## config.mk

```make
export PLATFORM = sky130hd
export DESIGN_NAME = pulse_burst_monitor
export DESIGN_NICKNAME = d
export VERILOG_FILES = /design/src/rtl/pulse_burst_monitor.sv
export SDC_FILE = /design/constraint.sdc
export NUM_CORES = 1
export LEC_CHECK = 0
export ABC_CLOCK_PERIOD_IN_PS = 3510
export CORE_AREA = 2 2 82 84
export CTS_BUF_LIST = sky130_fd_sc_hd__clkbuf_4 sky130_fd_sc_hd__clkbuf_8 sky130_fd_sc_hd__clkbuf_16
export DETAILED_ROUTE_END_ITERATION = 16
export DIE_AREA = 0 0 84 86
export PLACE_DENSITY_LB_ADDON = 0.08
export SYNTH_ARGS = -nofsm -noshare
export SYNTH_HDL_FRONTEND = slang
export SYNTH_SLANG_ARGS = --single-unit
```

## constraint.sdc

```tcl
create_clock -name clk -period 3.51 [get_ports clk]
set_clock_uncertainty 0.2 [all_clocks]
set_input_delay 0.351 -clock clk [delete_from_list [all_inputs] [get_ports clk]]
set_output_delay 0.351 -clock clk [all_outputs]
set_load 0.005 [all_outputs]
```

## src/rtl/pulse_burst_monitor.sv

```systemverilog
// Measures row/column pulse bursts from the counter controller and queues one
// {err, rows, total} record per completion in a FWFT FIFO. Error checking: BURST_MON_ERRCHK_EN.
module pulse_burst_monitor #(
    parameter int CW          = 8,
    parameter int ROW_LEN_EXP = 9,
    parameter int ROWS_EXP    = 9,
    parameter int DEPTH       = 4
) (
    input  logic          clk,
    input  logic          reset,
    input  logic          enable,
    input  logic          pulse_in,
    input  logic          done_in,
    output logic          rec_valid,
    input  logic          rec_ready,
    output logic [CW+4:0] rec_data,
    output logic          fifo_full,
    output logic          overflow
);
    localparam int RW = CW + 5;
    localparam int AW = $clog2(DEPTH);
    localparam logic [CW-1:0] CMAX = '1;

    if (DEPTH < 2 || (DEPTH & (DEPTH - 1)) != 0 || ROW_LEN_EXP < 0 ||
        ROW_LEN_EXP > (2 ** CW) - 1 || ROWS_EXP < 0 || ROWS_EXP > 15) begin : g_bad_params
        $error("pulse_burst_monitor: illegal parameter combination");
    end

    // Handshake: a record moves when rec_valid && rec_ready at a rising clk edge;
    // rec_data is held stable while rec_valid=1 and rec_ready=0.

    typedef enum logic [1:0] {IDLE, IN_ROW, GAP} state_t;

    state_t        state, state_n;
    logic [CW-1:0] run_len, run_n;
    logic [CW-1:0] total, total_n;
    logic [3:0]    rows, rows_n;
    logic          done_q;
    logic          done_rise;
    logic          row_close;
    logic          rec_err;
    logic          push;
    logic [RW-1:0] push_data;

    assign done_rise = done_in && !done_q;
    assign push      = enable && done_rise;

    always_comb begin
        state_n   = state;
        run_n     = run_len;
        total_n   = total;
        rows_n    = rows;
        row_close = 1'b0;
        if (pulse_in) begin
            state_n = IN_ROW;
            if (state != IN_ROW) begin
                run_n = CW'(1);
            end else if (run_len != CMAX) begin
                run_n = run_len + 1'b1;
            end
            if (total != CMAX) begin
                total_n = total + 1'b1;
            end
        end else if (state == IN_ROW) begin
            state_n   = GAP;
            row_close = 1'b1;
        end
        // A done arriving on a pulse cycle closes the row that pulse belongs to.
        if (done_rise && pulse_in) begin
            row_close = 1'b1;
        end
        if (row_close && rows != 4'hf) begin
            rows_n = rows + 1'b1;
        end
    end

`ifdef BURST_MON_ERRCHK_EN
    logic err_acc;
    logic err_cycle;

    always_comb begin
        err_cycle = 1'b0;
        if (row_close && run_n != CW'(ROW_LEN_EXP)) err_cycle = 1'b1;
        if (pulse_in && state == IN_ROW && run_len == CMAX) err_cycle = 1'b1;
        if (pulse_in && total == CMAX) err_cycle = 1'b1;
        if (row_close && rows == 4'hf) err_cycle = 1'b1;
    end

    assign rec_err = err_acc || err_cycle || (rows_n != 4'(ROWS_EXP));

    always_ff @(posedge clk or posedge reset) begin
        if (reset) begin
            err_acc <= 1'b0;
        end else if (enable) begin
            if (done_rise) err_acc <= 1'b0;
            else           err_acc <= err_acc || err_cycle;
        end
    end
`else
    assign rec_err = 1'b0;
`endif

    assign push_data = {rec_err, rows_n, total_n};

    always_ff @(posedge clk or posedge reset) begin
        if (reset) begin
            state   <= IDLE;
            run_len <= '0;
            total   <= '0;
            rows    <= '0;
            done_q  <= 1'b0;
        end else if (enable) begin
            done_q <= done_in;
            if (done_rise) begin
                state   <= IDLE;
                run_len <= '0;
                total   <= '0;
                rows    <= '0;
            end else begin
                state   <= state_n;
                run_len <= row_close ? '0 : run_n;
                total   <= total_n;
                rows    <= rows_n;
            end
        end
    end

    // Record FIFO: occupancy counter with one extra bit so DEPTH is representable.
    logic [RW-1:0] mem [DEPTH];
    logic [AW-1:0] wr_ptr, rd_ptr;
    logic [AW:0]   count, count_n;
    logic          pop, push_ok;

    assign pop     = rec_valid && rec_ready;
    assign push_ok = push && (!fifo_full || pop);

    always_comb begin
        count_n = count;
        case ({push_ok, pop})
            2'b10:   count_n = count + 1'b1;
            2'b01:   count_n = count - 1'b1;
            default: count_n = count;
        endcase
    end

    always_ff @(posedge clk) begin
        if (push_ok) mem[wr_ptr] <= push_data;
    end

    always_ff @(posedge clk or posedge reset) begin
        if (reset) begin
            wr_ptr    <= '0;
            rd_ptr    <= '0;
            count     <= '0;
            fifo_full <= 1'b0;
            overflow  <= 1'b0;
        end else begin
            if (push_ok) wr_ptr <= wr_ptr + 1'b1;
            if (pop)     rd_ptr <= rd_ptr + 1'b1;
            count     <= count_n;
            fifo_full <= (count_n == (AW + 1)'(DEPTH));
            if (push && fifo_full && !pop) overflow <= 1'b1;
        end
    end

    assign rec_valid = (count != '0);
    assign rec_data  = rec_valid ? mem[rd_ptr] : '0;

endmodule

```

==> results.sh <==
export IMPL_status="finished, final reports clean"
export IMPL_io_buffers=20
export IMPL_seqCellArea_mm2=0.00204
export IMPL_drt_iter0_markers=54
export IMPL_h_tree_depth=3
export IMPL_fin_area_mm2=0.00377
export IMPL_wl_per_cell_um=16.4
export IMPL_grt_overflow_total=0
export IMPL_clkTransAtPathRegs_ps=80
export IMPL_clock_sinks=72
export IMPL_post_route_min_period_ps=3000
export IMPL_num_vias=1820
export IMPL_tritoncts="done"
export IMPL_grt_antenna_before_repair=0
export IMPL_grt_max_degree=25
export IMPL_path_max_fanout=15
export IMPL_drive_gt1_frac=0.149
export IMPL_fmax_mhz=333
export IMPL_placed_cell_area_mm2=0.00355
export IMPL_synthCells=228
export IMPL_worst_path_buf_inv=2
export IMPL_fin_nets=264
export IMPL_netlist_area_mm2=0.00331
export IMPL_die_x_um=84
export IMPL_die_h_um=86
export IMPL_start_util=0.527
export IMPL_crit_required_ps=3550
export IMPL_cts_buffers=9
export IMPL_syn_to_final_growth_pct=14.0
export IMPL_cpMaxStageDelayCell="or3_1"
export IMPL_fill_cells=486
export IMPL_place_hpwl_mm=3.72
export IMPL_die_area_mm2=0.00722
export IMPL_crit_arrival_ps=3050
export IMPL_post_cts_repair_setup_buffers=0
export IMPL_endpoint_kind="flop"
export IMPL_setup_tns_ps=0
export IMPL_slew_headroom=0.364
export IMPL_seq_area_frac_synth=0.617
export IMPL_firstDrtPassIters=4
export IMPL_grt_usage=0.168
export IMPL_crit_path_start_kind="flop"
export IMPL_critPathKind="flop to flop"
export IMPL_cts_resized=0
export IMPL_cp_top_family="simple AND/OR/NAND/NOR gates"
export IMPL_ctsHoldBuffers=0
export IMPL_p_leak_uw=0.00144
export IMPL_synth_main_ff_cell="edfxtp_1"
export IMPL_syn_num_nets=242
export IMPL_setup_viol=0
export IMPL_critPathMaxStageDelay_ps=550
export IMPL_power_uw=2670
export IMPL_ys_warnings_count=0
export IMPL_syn_area_per_cell_um2=14.5
export IMPL_grt_pass1_wl_mm=9.25
export IMPL_fin_crit_sh=0.856
export IMPL_path_cells="or3_1 > nand2_1 > a21oi_2 > inv_1 > ha_1 > inv_1 > fa_1 > xor2_1 > nor2_1 > xor2_1 > nor3b_1"
export IMPL_hold_class="flop to flop"
export IMPL_hold_viol=0
export IMPL_power_density_mw_per_mm2=708
export IMPL_clk_latency_ps=340
export IMPL_viasPerCell=5.48
export IMPL_ios=22
export IMPL_rsz0062_at_grt="no"
export IMPL_cts_buffer_depth=2
export IMPL_maxCapViolations=0
export IMPL_synth_edf_count=48
export IMPL_antenna_left=0
export IMPL_rows=29
export IMPL_pre_cts_ws_ps=539
export IMPL_multi_input_area_mm2=0.00115
export IMPL_setup_ws_ps=506
export IMPL_route_detailed_drc=0
export IMPL_tightest_slew_ps=953
export IMPL_coreArea_mm2=0.00628
export IMPL_grt_pass1_vias=1895
export IMPL_peakVddDrop_mv=0.392
export IMPL_cts_root_buf="clkbuf_8"
export IMPL_slew_violations=0
export IMPL_drt_total_wl_mm=5.45
export IMPL_synthArstFlopShare=0.333
export IMPL_ys_types=51
export IMPL_insertedDiodeCount=0
export IMPL_place_gp_congestion=0.710
export IMPL_synth_seq_cells=72
[metrics by stage]
stage          hold slack (ps)  utilization  cells
2_1_floorplan              166            -    228
3_3_place_gp               266        0.565    316
3_5_place_dp               262        0.565    316
4_1_cts                    277        0.601    332
5_1_grt                    305        0.601    332
6_report                   277        0.601    332
[cells in the mapped netlist (3+ instances only)]
cell,count,share of area
mux4_2,12,0.082
and2_1,16,0.030
a21oi_1,11,0.017
xnor2_1,7,0.019
xor2_1,5,0.013
nand3_1,3,0.0045
o21ai_0,5,0.0076
nor2_1,8,0.0091
nand2_1,10,0.011
and3_1,3,0.0057
dfrtp_1,24,0.18
nor2b_1,3,0.0057
edfxtp_1,48,0.44
a21o_1,3,0.0068
ha_1,7,0.026
inv_1,8,0.0091
o21a_1,3,0.0068
clkbuf_1,3,0.0034
mux2_2,5,0.017
[area by class of cell]
| type | count | share of cell area |
|---|---|---|
| timing repair buffer | 23 | 0.0591 |
| clock inverter | 6 | 0.0249 |
| tap | 77 | 0.0255 |
| multi-input combinational | 136 | 0.306 |
| inverter | 8 | 0.00796 |
| sequential | 72 | 0.541 |
| clock buffer | 10 | 0.0348 |
[sequential cells by signal, indices dropped and copies added (netlist names)]
register and flops:
mem 48, rd_ptr 2, rows 4, wr_ptr 2, fifo_full 1, total 8
overflow 1, done_q 1, state 2, count 3
[per-layer routing]
metal  track usage  up-vias  wire length, µm
met2         0.276       29             2520
met3        0.0260        9              155
met5             0        -                0
li1              -      893                -
met4        0.0704        0               94
met1         0.226      889             2670
[report_power, final]
part / internal (µW) / switching, µW / total, µW
clock network: 412 / 308 / 719
registers: 1050 / 103 / 1150
logic: 488 / 314 / 803
total: 1950 / 725 / 2670
[worst reg2reg max path: stages, from the launching register on]
cell and delay, ps:
dfrtp_1 410, or3_1 550, nand2_1 260, a21oi_2 140
inv_1 70, ha_1 180, inv_1 60, fa_1 370
xor2_1 150, nor2_1 140, xor2_1 190, nor3b_1 210
[worst paths after layout]
kind,depth (start not counted),to,from,slack [ps]
hold / removal,1,rd_ptr[0],rd_ptr[0],280
hold reg to reg,1,rd_ptr[0],rd_ptr[0],280
max in group asynchronous,2,fifo_full,reset,2200
setup reg to reg,11,fifo_full,count[0],510
min in group asynchronous,2,rd_ptr[1],reset,330
setup / recovery,11,fifo_full,count[0],510
[cells by family (layout without fill, tap and decap cells)]
group                      count (synthesis)  count (layout)  synth area share
AOI/OAI and AO/OA                         38              38            0.0783
muxes                                     19              19             0.106
DFF                                       72              72             0.617
xor gates and xnor gates                  12              12            0.0318
adders and majority gates                  8               8            0.0325
buffers and inverters                     20              47            0.0337
and+or+nand+nor                           58              58            0.0991
other                                      1               1           0.00113
[cell usage in the layout, fill, tap and decap left out, drive strengths merged, types with 3 or more instances in the layout]
| cell | n |
|---|---|
| o21a | 3 |
| nand3 | 3 |
| and3 | 3 |
| edfxtp | 48 |
| buf | 3 |
| nand2 | 10 |
| ha | 7 |
| nor2 | 8 |
| mux4 | 12 |
| o21ai | 6 |
| clkdlybuf4s50 | 20 |
| a21oi | 12 |
| dfrtp | 24 |
| mux2 | 6 |
| clkbuf | 10 |
| and2 | 16 |
| xnor2 | 7 |
| nor2b | 3 |
| clkinv | 3 |
| a21o | 3 |
| xor2 | 5 |
| inv | 8 |
(Power assumes the default switching activity.)
